[config.mk]
export PLATFORM = sky130hd
export DESIGN_NAME = dsp_stream_router
export DESIGN_NICKNAME = d
export VERILOG_FILES = /design/src/rtl/dsp_stream_router.sv
export SDC_FILE = /design/constraint.sdc
export NUM_CORES = 1
export LEC_CHECK = 0
export CAP_MARGIN = 15
export CORE_MARGIN = 10
export CORE_UTILIZATION = 40
export DETAILED_ROUTE_END_ITERATION = 10
export PLACE_DENSITY = 0.79
export SYNTH_ARGS = -nofsm -noshare
export SYNTH_HDL_FRONTEND = slang
export SYNTH_SLANG_ARGS = --single-unit
[constraint.sdc]
create_clock -name clk -period 3.55 [get_ports clk]
set_input_delay 0.71 -clock clk [delete_from_list [all_inputs] [get_ports clk]]
set_output_delay 0.71 -clock clk [all_outputs]
set_load 0.05 [all_outputs]
[src/rtl/dsp_stream_router.sv]
`default_nettype none
// ============================================================================
// Module   : dsp_stream_router
// Purpose  : Routes one Avalon-ST packet stream from the DMA to one of N_ENG
//            processing engines and returns that engine's output stream
//            through a registered 2-entry skid buffer. The engine is latched
//            per packet, so CSR changes never split a packet. Optional byte
//            swapping on both paths, completed-packet counter and sticky
//            orphan-beat error flag.
// Ports    :
//   clk, rst_n           clock, asynchronous active-low reset
//   cfg_enable, cfg_sel  CSR router enable and engine index
//   err_clr              pulse clearing err_orphan
//   sink_*               input stream from the DMA
//   source_*             output stream to the DMA (registered)
//   eng_sink_*           stream to the engines (data/sop/eop broadcast)
//   eng_source_*         engine output streams (engine i in slice i)
//   active_sel, busy     latched engine index, FSM-not-idle
//   pkt_count            completed packets (wraps at 16 bits)
//   err_orphan           sticky: non-SOP beat received while idle
// Revision : 1.0 - initial release
// ============================================================================
module dsp_stream_router #(
    parameter int DATA_W     = 32,
    parameter int N_ENG      = 3,
    parameter int SEL_W      = $clog2(N_ENG),
    parameter int SWAP_BYTES = 1
) (
    input  logic                     clk,
    input  logic                     rst_n,
    input  logic                     cfg_enable,
    input  logic [SEL_W-1:0]         cfg_sel,
    input  logic                     err_clr,
    input  logic [DATA_W-1:0]        sink_data,
    input  logic                     sink_valid,
    input  logic                     sink_sop,
    input  logic                     sink_eop,
    output logic                     sink_ready,
    output logic [DATA_W-1:0]        source_data,
    output logic                     source_valid,
    output logic                     source_sop,
    output logic                     source_eop,
    input  logic                     source_ready,
    output logic [DATA_W-1:0]        eng_sink_data,
    output logic [N_ENG-1:0]         eng_sink_valid,
    output logic                     eng_sink_sop,
    output logic                     eng_sink_eop,
    input  logic [N_ENG-1:0]         eng_sink_ready,
    input  logic [N_ENG*DATA_W-1:0]  eng_source_data,
    input  logic [N_ENG-1:0]         eng_source_valid,
    input  logic [N_ENG-1:0]         eng_source_sop,
    input  logic [N_ENG-1:0]         eng_source_eop,
    output logic [N_ENG-1:0]         eng_source_ready,
    output logic [SEL_W-1:0]         active_sel,
    output logic                     busy,
    output logic [15:0]              pkt_count,
    output logic                     err_orphan
);

    localparam int               C_BYTES = DATA_W / 8;
    localparam logic [SEL_W:0]   C_N_ENG = (SEL_W + 1)'(N_ENG);

    typedef enum logic [1:0] {
        S_IDLE   = 2'd0,
        S_ACTIVE = 2'd1,
        S_DRAIN  = 2'd2
    } state_t;

    function automatic logic [DATA_W-1:0] cond_swap(input logic [DATA_W-1:0] d);
        logic [DATA_W-1:0] r;
        r = d;
        if (SWAP_BYTES != 0) begin
            for (int b = 0; b < C_BYTES; b++) begin
                r[b*8 +: 8] = d[(C_BYTES-1-b)*8 +: 8];
            end
        end
        return r;
    endfunction

    // ------------------------------------------------------------------------
    // State
    // ------------------------------------------------------------------------
    state_t              state_q,      state_d;
    logic [SEL_W-1:0]    active_sel_q, active_sel_d;
    logic                in_done_q,    in_done_d;
    logic                out_done_q,   out_done_d;
    logic [15:0]         pkt_count_q,  pkt_count_d;
    logic                err_orphan_q, err_orphan_d;
    logic                busy_q,       busy_d;

    // Skid buffer: the head entry is the source port register itself,
    // the second entry only fills when the head is stalled.
    logic [DATA_W-1:0]   source_data_q,  source_data_d;
    logic                source_valid_q, source_valid_d;
    logic                source_sop_q,   source_sop_d;
    logic                source_eop_q,   source_eop_d;
    logic [DATA_W-1:0]   skid_data_q,    skid_data_d;
    logic                skid_valid_q,   skid_valid_d;
    logic                skid_sop_q,     skid_sop_d;
    logic                skid_eop_q,     skid_eop_d;

    // ------------------------------------------------------------------------
    // Selected-engine muxes
    // ------------------------------------------------------------------------
    logic [DATA_W-1:0]   w_sel_data;
    logic                w_sel_valid;
    logic                w_sel_sop;
    logic                w_sel_eop;
    logic                w_sel_sink_ready;

    always_comb begin
        w_sel_data  = '0;
        w_sel_valid = 1'b0;
        w_sel_sop   = 1'b0;
        w_sel_eop   = 1'b0;
        for (int i = 0; i < N_ENG; i++) begin
            if (active_sel_q == SEL_W'(i)) begin
                w_sel_data  = eng_source_data[i*DATA_W +: DATA_W];
                w_sel_valid = eng_source_valid[i];
                w_sel_sop   = eng_source_sop[i];
                w_sel_eop   = eng_source_eop[i];
            end
        end
    end

    always_comb begin
        w_sel_sink_ready = 1'b0;
        for (int i = 0; i < N_ENG; i++) begin
            if (active_sel_q == SEL_W'(i)) begin
                w_sel_sink_ready = eng_sink_ready[i];
            end
        end
    end

    // ------------------------------------------------------------------------
    // Sink path
    // ------------------------------------------------------------------------
    logic w_cfg_ok;
    logic w_sink_ready;
    logic w_in_acc;
    logic w_in_eop_acc;
    logic w_sink_route;
    logic w_out_ready;
    logic w_out_push;
    logic w_out_eop_acc;
    logic w_pop;

    assign w_cfg_ok = cfg_enable && ({1'b0, cfg_sel} < C_N_ENG);

    // In IDLE a SOP beat must stay on the bus until ACTIVE forwards it, so
    // ready is withheld for exactly that beat; orphan beats are swallowed.
    always_comb begin
        w_sink_ready = 1'b0;
        case (state_q)
            S_IDLE:   w_sink_ready = w_cfg_ok && !(sink_valid && sink_sop);
            S_ACTIVE: w_sink_ready = w_sel_sink_ready;
            default:  w_sink_ready = 1'b0;
        endcase
    end

    assign sink_ready    = w_sink_ready;
    assign w_in_acc      = sink_valid && w_sink_ready;
    assign w_in_eop_acc  = w_in_acc && sink_eop && (state_q == S_ACTIVE);
    assign w_sink_route  = (state_q == S_ACTIVE) && sink_valid;

    assign eng_sink_data = cond_swap(sink_data);
    assign eng_sink_sop  = sink_sop;
    assign eng_sink_eop  = sink_eop;

    // Output side accepts while the buffer has a free entry; the decision
    // depends only on registered occupancy, never on source_ready.
    assign w_out_ready   = (state_q != S_IDLE) && !skid_valid_q;
    assign w_out_push    = w_sel_valid && w_out_ready;
    assign w_out_eop_acc = w_out_push && w_sel_eop;
    assign w_pop         = source_valid_q && source_ready;

    for (genvar g = 0; g < N_ENG; g++) begin : g_eng
        localparam logic [SEL_W-1:0] C_IDX = SEL_W'(g);
        assign eng_sink_valid[g]   = w_sink_route && (active_sel_q == C_IDX);
        assign eng_source_ready[g] = w_out_ready  && (active_sel_q == C_IDX);
    end

    // ------------------------------------------------------------------------
    // Skid buffer next state
    // ------------------------------------------------------------------------
    always_comb begin
        source_data_d  = source_data_q;
        source_valid_d = source_valid_q;
        source_sop_d   = source_sop_q;
        source_eop_d   = source_eop_q;
        skid_data_d    = skid_data_q;
        skid_valid_d   = skid_valid_q;
        skid_sop_d     = skid_sop_q;
        skid_eop_d     = skid_eop_q;

        if (w_pop) begin
            if (skid_valid_q) begin
                source_data_d = skid_data_q;
                source_sop_d  = skid_sop_q;
                source_eop_d  = skid_eop_q;
                skid_valid_d  = 1'b0;
            end else begin
                source_valid_d = 1'b0;
            end
        end

        if (w_out_push) begin
            if (!source_valid_d) begin
                source_data_d  = cond_swap(w_sel_data);
                source_sop_d   = w_sel_sop;
                source_eop_d   = w_sel_eop;
                source_valid_d = 1'b1;
            end else begin
                skid_data_d  = cond_swap(w_sel_data);
                skid_sop_d   = w_sel_sop;
                skid_eop_d   = w_sel_eop;
                skid_valid_d = 1'b1;
            end
        end
    end

    // ------------------------------------------------------------------------
    // FSM next state
    // ------------------------------------------------------------------------
    logic w_orphan;

    always_comb begin
        state_d      = state_q;
        active_sel_d = active_sel_q;
        in_done_d    = in_done_q;
        out_done_d   = out_done_q;
        w_orphan     = 1'b0;

        case (state_q)
            S_IDLE: begin
                if (sink_valid && w_cfg_ok) begin
                    if (sink_sop) begin
                        active_sel_d = cfg_sel;
                        in_done_d    = 1'b0;
                        out_done_d   = 1'b0;
                        state_d      = S_ACTIVE;
                    end else begin
                        w_orphan = 1'b1;
                    end
                end
            end
            S_ACTIVE: begin
                if (w_out_eop_acc) begin
                    out_done_d = 1'b1;
                end
                // An output EOP in this very cycle counts as already done.
                if (w_in_eop_acc) begin
                    in_done_d = 1'b1;
                    state_d   = (out_done_q || w_out_eop_acc) ? S_IDLE : S_DRAIN;
                end
            end
            S_DRAIN: begin
                if (w_out_eop_acc) begin
                    out_done_d = 1'b1;
                    state_d    = S_IDLE;
                end
            end
            default: state_d = S_IDLE;
        endcase

        pkt_count_d = pkt_count_q;
        if ((state_q != S_IDLE) && (state_d == S_IDLE)) begin
            pkt_count_d = pkt_count_q + 16'd1;
        end

        err_orphan_d = err_orphan_q;
        if (w_orphan) begin
            err_orphan_d = 1'b1;
        end else if (err_clr) begin
            err_orphan_d = 1'b0;
        end

        busy_d = (state_d != S_IDLE);
    end

    // ------------------------------------------------------------------------
    // Registers
    // ------------------------------------------------------------------------
    always_ff @(posedge clk or negedge rst_n) begin
        if (!rst_n) begin
            state_q        <= S_IDLE;
            active_sel_q   <= '0;
            in_done_q      <= 1'b0;
            out_done_q     <= 1'b0;
            pkt_count_q    <= '0;
            err_orphan_q   <= 1'b0;
            busy_q         <= 1'b0;
            source_data_q  <= '0;
            source_valid_q <= 1'b0;
            source_sop_q   <= 1'b0;
            source_eop_q   <= 1'b0;
            skid_data_q    <= '0;
            skid_valid_q   <= 1'b0;
            skid_sop_q     <= 1'b0;
            skid_eop_q     <= 1'b0;
        end else begin
            state_q        <= state_d;
            active_sel_q   <= active_sel_d;
            in_done_q      <= in_done_d;
            out_done_q     <= out_done_d;
            pkt_count_q    <= pkt_count_d;
            err_orphan_q   <= err_orphan_d;
            busy_q         <= busy_d;
            source_data_q  <= source_data_d;
            source_valid_q <= source_valid_d;
            source_sop_q   <= source_sop_d;
            source_eop_q   <= source_eop_d;
            skid_data_q    <= skid_data_d;
            skid_valid_q   <= skid_valid_d;
            skid_sop_q     <= skid_sop_d;
            skid_eop_q     <= skid_eop_d;
        end
    end

    assign source_data  = source_data_q;
    assign source_valid = source_valid_q;
    assign source_sop   = source_sop_q;
    assign source_eop   = source_eop_q;
    assign active_sel   = active_sel_q;
    assign busy         = busy_q;
    assign pkt_count    = pkt_count_q;
    assign err_orphan   = err_orphan_q;

endmodule
`default_nettype wire

# --- After elaboration in Yosys (flattened, before gate mapping) ---
# Index checks and enable logic that the tools add are counted.
totals:
  ff_bits: 93
  in_bits: 150
  wordCells: 105
op_classes:
  add_sub_neg: 1
  magnitude_cmp: 1
  eq_ne: 7
  muxes: 49
  n_reduce_logical: 33
op_table:
  columns: ["cell", "n"]
  rows:
  - ["two-way mux 32 bit", 7]
  - ["two-way mux 1 bit", 34]
  - ["logical AND 1 bit", 19]
  - ["adder 16 x 1 -> 16 bit (second input constant)", 1]
  - ["two-way mux 2 bit", 5]
  - ["nonzero test 2 bit", 4]
  - ["logical NOT 2 bit", 3]
  - ["one-hot mux 2 bit (3 select lines)", 1]
  - ["equality test 2 x 1 -> 1 bit (second input constant)", 2]
  - ["equality test 2 bit (second input constant)", 2]
  - ["inequality test 2 bit (second input constant)", 2]
  - ["one-hot mux 1 bit (2 select lines)", 2]
  - ["AND reduction 4 bit", 1]
  - ["AND reduction 3 bit", 1]
  - ["logical NOT 1 bit", 2]
  - ["< comparator 2 bit (second input constant)", 1]
  - ["inequality test 2 x 1 -> 1 bit (second input constant)", 1]
  - ["AND reduction 2 bit", 1]
  - ["OR reduction 2 bit", 1]
  - ["logical OR 1 bit", 1]

# --- Logic depth before layout (Yosys ltp) ---
# Gate-level depths: netlist of run 1.
depth:
  depth_word: 12
  ltp_mapped: 10
  depth_no_buf: 9

# --- Worst setup path before layout of run 1 ---
# No wires, ideal clock.
synth_path:
  path_type: "register to output"
  startpoint: "register active_sel_q[1] (netlist: active_sel[1])"
  endpoint: "output eng_source_ready[0]"
  arrival_ns: 2.623
  slack_ns: 0.217
  path_stages_with_launch: 4
  n_path_buf: 2
  path_cell_list: "dfrtp_1 clkbuf_1 buf_1 nor4_1"
synth_via:
  elab_chain_len: 2
synth_rtl:
  columns: ["item", "line", "source"]
  rows:
  - ["start: declaration", "84", "logic [SEL_W-1:0] active_sel_q, active_sel_d;"]
  - ["start signal: assignment", "303", "active_sel_q <= active_sel_d;"]
  - ["logical NOT 2 bit", "180", "assign eng_source_ready[g] = w_out_ready && (active_sel_q == C_IDX);"]
  - ["logical AND 1 bit", "180", null]
  - ["end: declaration", "53", "output logic [N_ENG-1:0] eng_source_ready,"]
# Every way passes these cells.

# --- Worst setup path in the final report of run 1 ---
layout_path:
  startpoint: "register state_q[0]"
  endpoint: "output eng_source_ready[1]"
layout_via:
  elab_chain_len: 3
layout_rtl:
  columns: ["item", "line", "source"]
  rows:
  - ["start: declaration", "83", "state_t state_q, state_d;"]
  - ["start signal: assignment", "302", "state_q <= state_d;"]
  - ["nonzero test 2 bit", "172", "assign w_out_ready = (state_q != S_IDLE) && !skid_valid_q;"]
  - ["logical AND 1 bit", "172", null]
  - ["logical AND 1 bit", "180", null]
# Every way passes these cells.

==> flow_summary.json, run 1 <==
{
  "ir_drop_mv": 0.561,
  "r2r_end": "pkt_count[8]",
  "clock.fmax_mhz": 312,
  "period_minus_slack_ns": 3.20,
  "placed_cells": 833,
  "worstHoldStart": "pkt_count[15]",
  "syn_area_um2": 5090,
  "drt-total-wl_mm": 14.6,
  "dieArea_um2": 17600,
  "cts_root_buf": "clkbuf_16",
  "critPathKind": "flip-flop to output port",
  "ys_seq_elements": 93,
  "finalSetupViolations": 0,
  "skew_ns": 0.00992,
  "cts.path.max_buffers": 2,
  "grt_start_max_net_pins": 79,
  "yosysWarnings": 0,
  "drt-pass1-iter-count": 4,
  "synth_nets": 693,
  "fill_cells": 1105,
  "synth_flop_cell": "dfrtp_1",
  "ys_seq_area_frac": 0.458,
  "yosysUniqueCellTypes": 42,
  "fin_crit_sh": 0.902,
  "cts_buffers": 9,
  "required_ns": 2.84,
  "antenna_left": 0,
  "wl_per_cell_um": 17.2,
  "num_antenna_cells": 0,
  "drive_gt1_frac": 0.115,
  "avgSynthCellArea_um2": 9.45,
  "maxSlewHeadroom": 0.343,
  "hold_depth": 1,
  "yosysTopAreaCellShare": 0.458,
  "path_cells": "inv_1 > ha_1 > nor3_1 > and2_1 > clkdlybuf4s50_1",
  "grtUsageTotal": 0.162,
  "worstHoldPathType": "flip-flop to flip-flop",
  "via_count": 4294,
  "routed_via_density": 5.06,
  "cts_setup_buffers": 0,
  "final_cell_mix": "clkdlybuf4s50_1 (177), dfrtp_1 (92), a21oi_1 (71)",
  "r2r_setup_slack_ns": 0.80,
  "clkTransAtPathRegs_ns": 0.07,
  "critPathTopFamily": "buffers and inverters",
  "cts_tree": "yes",
  "drc": 0,
  "final_nets": 827,
  "yosys-top-cells-area": "dfrtp_1 (46%), mux2_2 (8.0%), a21oi_1 (7.0%)",
  "die_w_um": 133,
  "critical-path-max-stage-delay_ns": 0.81,
  "fin_tns_setup_ns": 0,
  "row_count": 41,
  "report.final.hold_viol_count": 0,
  "stdcell_count": 849,
  "final_common_cell": "clkdlybuf4s50_1",
  "cp.arrival_ns": 2.49,
  "synth_edf_count": 0,
  "drtIter0Drc": 261,
  "cts_hold_buf": 0,
  "end_kind": "output port",
  "slew_viol_final": 0,
  "hold_end": "pkt_count[15]",
  "syn_inst": 538,
  "cts.sinks": 93,
  "grt_setup_unrepaired": "no",
  "cp.buffers_inverters": 2,
  "cts_max_level": 3,
  "first_global_vias": 4568,
  "critPathMaxFanout": 8,
  "antenna_found_initial": 0,
  "io_pins": 246,
  "core_region_area_um2": 12500,
  "maxCapViolations": 0,
  "outcome": "finished, final reports clean",
  "max_slew.worst_pin.slew_ns": 0.985,
  "cp_slowest_cell": "clkdlybuf4s50_1",
  "worstRegToRegCells": 9,
  "grt_overflow": 0,
  "start_util": 0.406,
  "yosysTopAreaCell": "dfrtp_1",
  "gp_congestion": 0.795,
  "layout-area-overhead-vs-synth_pct": 40.5,
  "power_uw": 6340,
  "powerDensity_nw_per_um2": 887,
  "cts_resized": 0,
  "dpl.hpwl_mm": 11.1,
  "clk_latency_ns": 0.33,
  "port_buffers": 181,
  "die_h_um": 133,
  "leakage_uw": 0.00311,
  "grt_pass1_wl_mm": 23.7,
  "synth_async_sr_flop_share": 1.00,
  "r2r-start": "state_q[0]",
  "start_kind": "flip-flop"
}
## cell type report
cell class                      instances  area, µm²  area share
Tap cell                              172        215      0.0301
Clock inverter                          6       86.3      0.0121
Clock buffer                           10        229      0.0320
Timing Repair Buffer                  189       1910       0.268
Sequential cell                        93       2330       0.326
Multi-Input combinational cell        367       2330       0.326
Inverter                               12       45.0     0.00630
## synthesized netlist by cell type (3+ instances only)
master / instances
dfrtp_1: 93
clkbuf_1: 22
nor4_1: 4
mux2i_1: 35
o21ai_0: 37
xor2_1: 11
and3_1: 3
inv_1: 12
nor2_1: 71
buf_1: 5
nor3_1: 11
mux2_2: 36
ha_1: 5
a21oi_1: 71
nand3_1: 7
buf_4: 35
xnor2_1: 4
nand2_1: 46
## layer usage
metal	vias to the layer above	GRT usage	part of all wire
li1	2078	-	-
met1	2055	0.183	0.41
met2	139	0.284	0.51
met3	22	0.0511	0.068
met4	0	0.0483	0.014
met5	-	0	0
## report_power, final
group          leakage [µW]  total, µW  switching, µW  internal [µW]
Sequential          0.00114       1830            302           1530
Combinational       0.00181       3500           2180           1320
Clock              0.000153       1020            399            617
Total               0.00311       6340           2880           3460
## flip-flops by register name (all words and copies together), names as in the netlist, 2 cells and up
name and count:
source_data 32, skid_data_q 32, state_q 2, pkt_count 16, active_sel 2
## cell families (layout without fill, tap and decap cells)
kind of cell / count (synthesis) / count (layout) / share of synthesized area
compound gates: 121 / 121 / 0.130
xor+xnor: 15 / 15 / 0.0258
fa+ha+maj: 5 / 5 / 0.0123
buf+inv: 78 / 217 / 0.0876
flops: 93 / 93 / 0.458
mux: 73 / 73 / 0.154
simple gates: 153 / 153 / 0.132
## stage by stage
step / hold slack [ns] / cell area, µm² / worst slack, ns / utilization
after CTS: 0.482 / 7140 / 0.345 / 0.571
after global routing: 0.501 / 7140 / 0.194 / 0.571
final: 0.473 / 7140 / 0.349 / 0.571
after global placement: 0.464 / 6830 / 0.400 / 0.546
after floorplan: 0.414 / 5090 / 0.217 / -
after detailed placement: 0.472 / 6830 / 0.392 / 0.546
## how the worst max path moves through the flow
stage,from,end,slack (ns),cells after the start
after global placement,sink_valid,eng_sink_valid[1],0.40,4
final,state_q[0],eng_source_ready[1],0.35,5
after detailed placement,sink_valid,eng_sink_valid[1],0.39,4
after CTS,state_q[0],eng_source_ready[1],0.34,5
after floorplan,active_sel[1],eng_source_ready[0],0.22,3
after global routing,state_q[0],eng_source_ready[1],0.19,5
(Power assumes the default switching activity.)
==> inputs of run 2 (changes only) <==
Settings changed: SKIP_CTS_REPAIR_TIMING set to 1.
==> results of run 2 <==
The final DEF is identical to that of run 1; final timing and power are the same.
==> variant 1, RTL diff (settings of run 2) <==
Change the parameter `DATA_W` from 32 to 48.
--- a/src/rtl/dsp_stream_router.sv
+++ b/src/rtl/dsp_stream_router.sv
@@ -21,7 +21,7 @@
 // Revision : 1.0 - initial release
 // ============================================================================
 module dsp_stream_router #(
-    parameter int DATA_W     = 32,
+    parameter int DATA_W     = 48,
     parameter int N_ENG      = 3,
     parameter int SEL_W      = $clog2(N_ENG),
     parameter int SWAP_BYTES = 1
Interface: changed (resized eng_sink_data, eng_source_data, sink_data and source_data); port bits go from 246 to 342. The function was not compared with the original's and may differ.
==> variant 1 against run 2 <==
  * Power is 41% higher
  * Final area up 38%
  * Register-to-register slack lost 0.18 ns
  * Sequential cell count is 32 higher
  * Non-clock buffer count increased by 66
  * Hold slack got worse by 0.21 ns
  * Area after synthesis up 35%
  * Routed wire length grew 37%
  * Cell count grew 35%
  * Setup slack lost 0.090 ns
==> variant 1: results (changes against run 2) <==
| Metric | Value |
|---|---|
| Synth area leaders | dfrtp_1 (46%), mux2_2 (8.7%), mux2i_1 (7.6%), a21oi_1 (7.5%), nor2_1 (5.7%) |
| Clock H-tree levels | 4 (+1) |
| Met3 WL post-DR | 1.34 mm (+36%) |
| Worst R2R Setup Slack | 0.62 ns (-0.18 ns) |
| Drt wl/cell | 17.5 um (+1.8%) |
| Layout clock area frac | 6.61% (+2.2 points) |
| Met2 routed WL | 9.99 mm (+34%) |
| CP max FO | 21 (+13) |
| Worst hold path type | primary input to asynchronous set/reset pin |
| Clk_buf instances | 20 (+10) |
| Clk_lat worst skew | 0.40 ns (+0.07 ns) |
| Clock Skew | 0.00531 ns (-0.00461 ns) |
| Synth async-reset ratio | 100% (unchanged) |
| Syn Nets | 953 (+38%) |
| Status | complete, no violations |
| Met1 Wirelength | 8.12 mm (+36%) |
| Seq/Total Area, Yosys | 45.5% (-0.23 points) |
| Synth Area in XOR/XNOR | 2.02% (-0.56 points) |
| Detailed Route Iter0 Violations | 245 (-6.1%) |
| Routability-driven placement congestion ratio | 0.862 (+8.5%) |
| Layout filler cell count | 1,440 (+30%) |
| Synth cell count leaders | dfrtp_1 (125), nor2_1 (105), a21oi_1 (103) |
| Number of ordinary inverters in the final layout | 13 (+1) |
| Port Buffer Count | 245 (+35%) |
| First-pass GRT wire length | 31.7 mm (+34%) |
| Worst-margin pin slew | 0.964 ns (-0.0206 ns) |
| WP data arrival | 2.58 ns (+0.09 ns) |
| Nets | 1,130 (+37%) |
| Buffer share of cell area | 26.2% (-0.56 points) |
| Synth Area in Compound Gates | 13.4% (+0.35 points) |
| Sequential cell area | 0.00313 sq mm (+35%) |
| CTS sink cnt | 125 (+34%) |
| Min Clock Period, post-route | 3.29 ns (+0.0904 ns) |
| Grt met1 use | 19.9% (+1.7 points) |
| Multi-input combinational area share | 32.1% (-0.50 points) |
| Via count | 5,771 (+34%) |
| Share of layout cells above drive strength 1 | 12.9% (+1.4 points) |
| Number of CTS-inserted buffers | 17 (+8) |
| Post-synthesis mux area share | 16.3% (+0.81 points) |
| Comb pwr | 0.00457 W (+31%) |
| Pre-CTS setup slack | 0.422 ns (+0.0306 ns) |
| Drt pass-1 iters | 5 (+1) |
| Gr usage total | 17.6% (+1.4 points) |
| DPL Wire Length | 15.0 mm (+36%) |
| Peak VDD IR | 0.471 mV (-16%) |
| Final setup vio count | 0 (unchanged) |
| Clock Pin Slew Worst Setup and Hold Paths | 0.06 ns |
| Largest net degree at the start of global routing | 101 (+28%) |
| Met2 usage | 29.5% (+1.1 points) |
| Adder-Cell Fraction of Synth Area | 0.911% (-0.32 points) |
| Root buf cell | clkbuf_16 |
| Vias in the first global route | 5,957 (+30%) |
| Seq. pwr | 0.00249 W (+36%) |
| Reg-to-reg endpoint | pkt_count[11] |
| GR Layer Usage met3 | 5.97% (+0.86 points) |
| Multi-input comb cells | 499 (+36%) |
| Net switching power | 0.00391 W (+36%) |
| Leak pwr | 4.26 nW (+37%) |
| Number of non-clock buffers | 255 (+35%) |
| Synth cell types | 44 (+4.8%) |
-- variant 1: cell families (layout without fill, tap and decap cells) --
group	after synthesis	after routing
buf+inv	110	300
xor+xnor	15	15
fa+ha+maj	5	5
flops	125	125
compound gates	169	169
simple gates	205	205
mux	105	105
-- variant 1: per-stage QoR --
| stage | std cells | hold slack, ns | util (%) | cell area, sq um | power (W) |
|---|---|---|---|---|---|
| floorplan | 734 | 0.414 | - | 6870 | 0.00573 |
| global placement | 1112 | 0.465 | 55.1 | 9200 | 0.00702 |
| detailed placement | 1112 | 0.465 | 55.1 | 9200 | 0.00712 |
| CTS | 1144 | 0.264 | 59.0 | 9850 | 0.00904 |
| global route | 1144 | 0.283 | 59.0 | 9850 | 0.00955 |
| finish | 1144 | 0.261 | 59.0 | 9850 | 0.00894 |
-- variant 1: worst max-delay path, stage by stage (launching register included) --
cell and delay (ns):
dfrtp_1 0.40, inv_1 0.12, ha_1 0.77, nor3_1 0.12, clkdlybuf4s50_1 0.76
==> variant 2, RTL diff (flow settings as in run 2) <==
Without the edit above. Reset style: synchronous (`rst_n`), changed in one clocked block. Comments in the files are not updated.
--- a/src/rtl/dsp_stream_router.sv
+++ b/src/rtl/dsp_stream_router.sv
@@ -281,7 +281,7 @@
     // ------------------------------------------------------------------------
     // Registers
     // ------------------------------------------------------------------------
-    always_ff @(posedge clk or negedge rst_n) begin
+    always_ff @(posedge clk) begin
         if (!rst_n) begin
             state_q        <= S_IDLE;
             active_sel_q   <= '0;
Check against the original RTL: differs if rst_n is asserted again (counterexample within 4 cycles, from zero or initial values and one cycle with rst_n low); with rst_n held inactive, the same outputs for 4 cycles.
==> variant 2 against run 2 <==
  * Final area increased by 4.9%
  * Setup slack better by 0.052 ns
  * Highest routed layer unchanged
  * Area after synthesis is 7.9% higher
  * Routed wire length is 8.4% higher
  * Sequential cell count is the same
  * Global-route usage hardly changed
  * Critical path depth is 1 lower
Power is not compared: it rests on default switching activity, and its combinational part moved more than twofold at a synthesized area within 25%.
==> variant 2: results (changes against run 2) <==
| Metric | Value |
|---|---|
| Power Dens Cells | 339 mW/mm^2 |
| Nets | 878 (+6.2%) |
| Post-synthesis mux area share | 21.3% (+5.9 points) |
| Pre-CTS setup slack | 0.204 ns (-0.188 ns) |
| Seq/Total Area, Yosys | 33.9% (-12 points) |
| Gr usage total | 16.2% (+0.043 points) |
| CP max FO | 9 (+1) |
| Clock Skew | 0.00551 ns (-0.00440 ns) |
| Top_reg_cell synth | dfxtp_1 |
| Vias in the first global route | 5,046 (+10%) |
| Slowest stage delay, CP | 0.83 ns (+0.02 ns) |
| Synth cell count leaders | mux2i_1 (117), nand2_1 (95), dfxtp_1 (93) |
| DPL Wire Length | 12.0 mm (+8.3%) |
| Synth async-reset ratio | 0% (-100 points) |
| Adder-Cell Fraction of Synth Area | 1.14% (-0.090 points) |
| Worst hold path stage count | 2 (+1) |
| Worst hold path type | flip-flop to flip-flop |
| Share of layout cells above drive strength 1 | 7.29% (-4.2 points) |
| Yosys warns | 0 (unchanged) |
| Status | complete, no violations |
| Drt wl/cell | 17.5 um (+1.9%) |
| Clock tree buffer depth | 2 (unchanged) |
| Synth Area in XOR/XNOR | 0% (-2.6 points) |
| Drt pass-1 iters | 4 (unchanged) |
| WP data arrival | 2.44 ns (-0.05 ns) |
| Synth area leaders | dfxtp_1 (34%), mux2i_1 (21%), nand2_1 (6.5%), o211a_1 (6.2%), buf_4 (5.1%) |
| First-pass GRT wire length | 25.1 mm (+5.6%) |
| Synth Area in Compound Gates | 14.8% (+1.8 points) |
| R2R depth | 7 (-2) |
| Synth cell types | 53 (+26%) |
| Largest net degree at the start of global routing | 67 (-15%) |
| Syn Nets | 753 (+8.7%) |
| Worst-margin pin slew | 1.15 ns (+0.170 ns) |
| Via count | 4,720 (+9.9%) |
| Detailed Route Iter0 Violations | 204 (-22%) |
-- variant 2: worst paths after layout --
path | end | start | slack [ns]
worst max-delay path | eng_sink_valid[0] | sink_valid | 0.40
worst min-delay path | err_orphan | err_orphan | 0.49
worst max register to register | pkt_count[8] | state_q[1] | 0.76
worst min register to register | err_orphan | err_orphan | 0.49
-- variant 2: cells by family (layout without fill, tap and decap cells) --
kind of cell | count (synthesis) | in the layout
adders and majority gates | 5 | 5
muxes | 117 | 117
AOI/OAI and AO/OA | 98 | 98
and+or+nand+nor | 199 | 199
buffers and inverters | 86 | 215
DFF | 93 | 93
-- variant 2: through the flow --
step | std cells | total power (W)
final | 903 | 0.00254
after global routing | 903 | 0.00264
after CTS | 903 | 0.00256
after detailed placement | 888 | 0.00155
after global placement | 888 | 0.00154
after floorplan | 598 | 0.00143
-- variant 2: layout make-up --
cell class                 instances  share of cell area, %
clock inverter                     6                   1.17
multi-input combinational        419                   41.8
timing repair buffer             193                   25.9
inverter                           7                  0.351
tap                              176                   2.94
sequential                        93                   24.9
clock buffer                       9                   3.01
-- variant 2: power groups by stage --
stage	sequential (W)	clock, W	combinational, W
after detailed placement	0.00110	0	0.000451
final	0.00108	0.00101	0.000449
after global placement	0.00110	0	0.000437
after CTS	0.00108	0.00103	0.000453
after floorplan	0.00116	0	0.000268
after global routing	0.00108	0.00107	0.000481
-- variant 2: tightest hold or removal path: stages (launching register included) --
cell and delay (ns):
dfxtp_1 0.31, nand2b_1 0.07, a21boi_0 0.07
-- variant 2: routing by layer --
metal	track usage, %	share of wire [%]	vias to the layer above
met2	28.7	51	156
met1	18.1	40	2217
met3	4.18	6.9	27
met5	0	0	-
met4	6.32	2.4	0
li1	-	-	2320
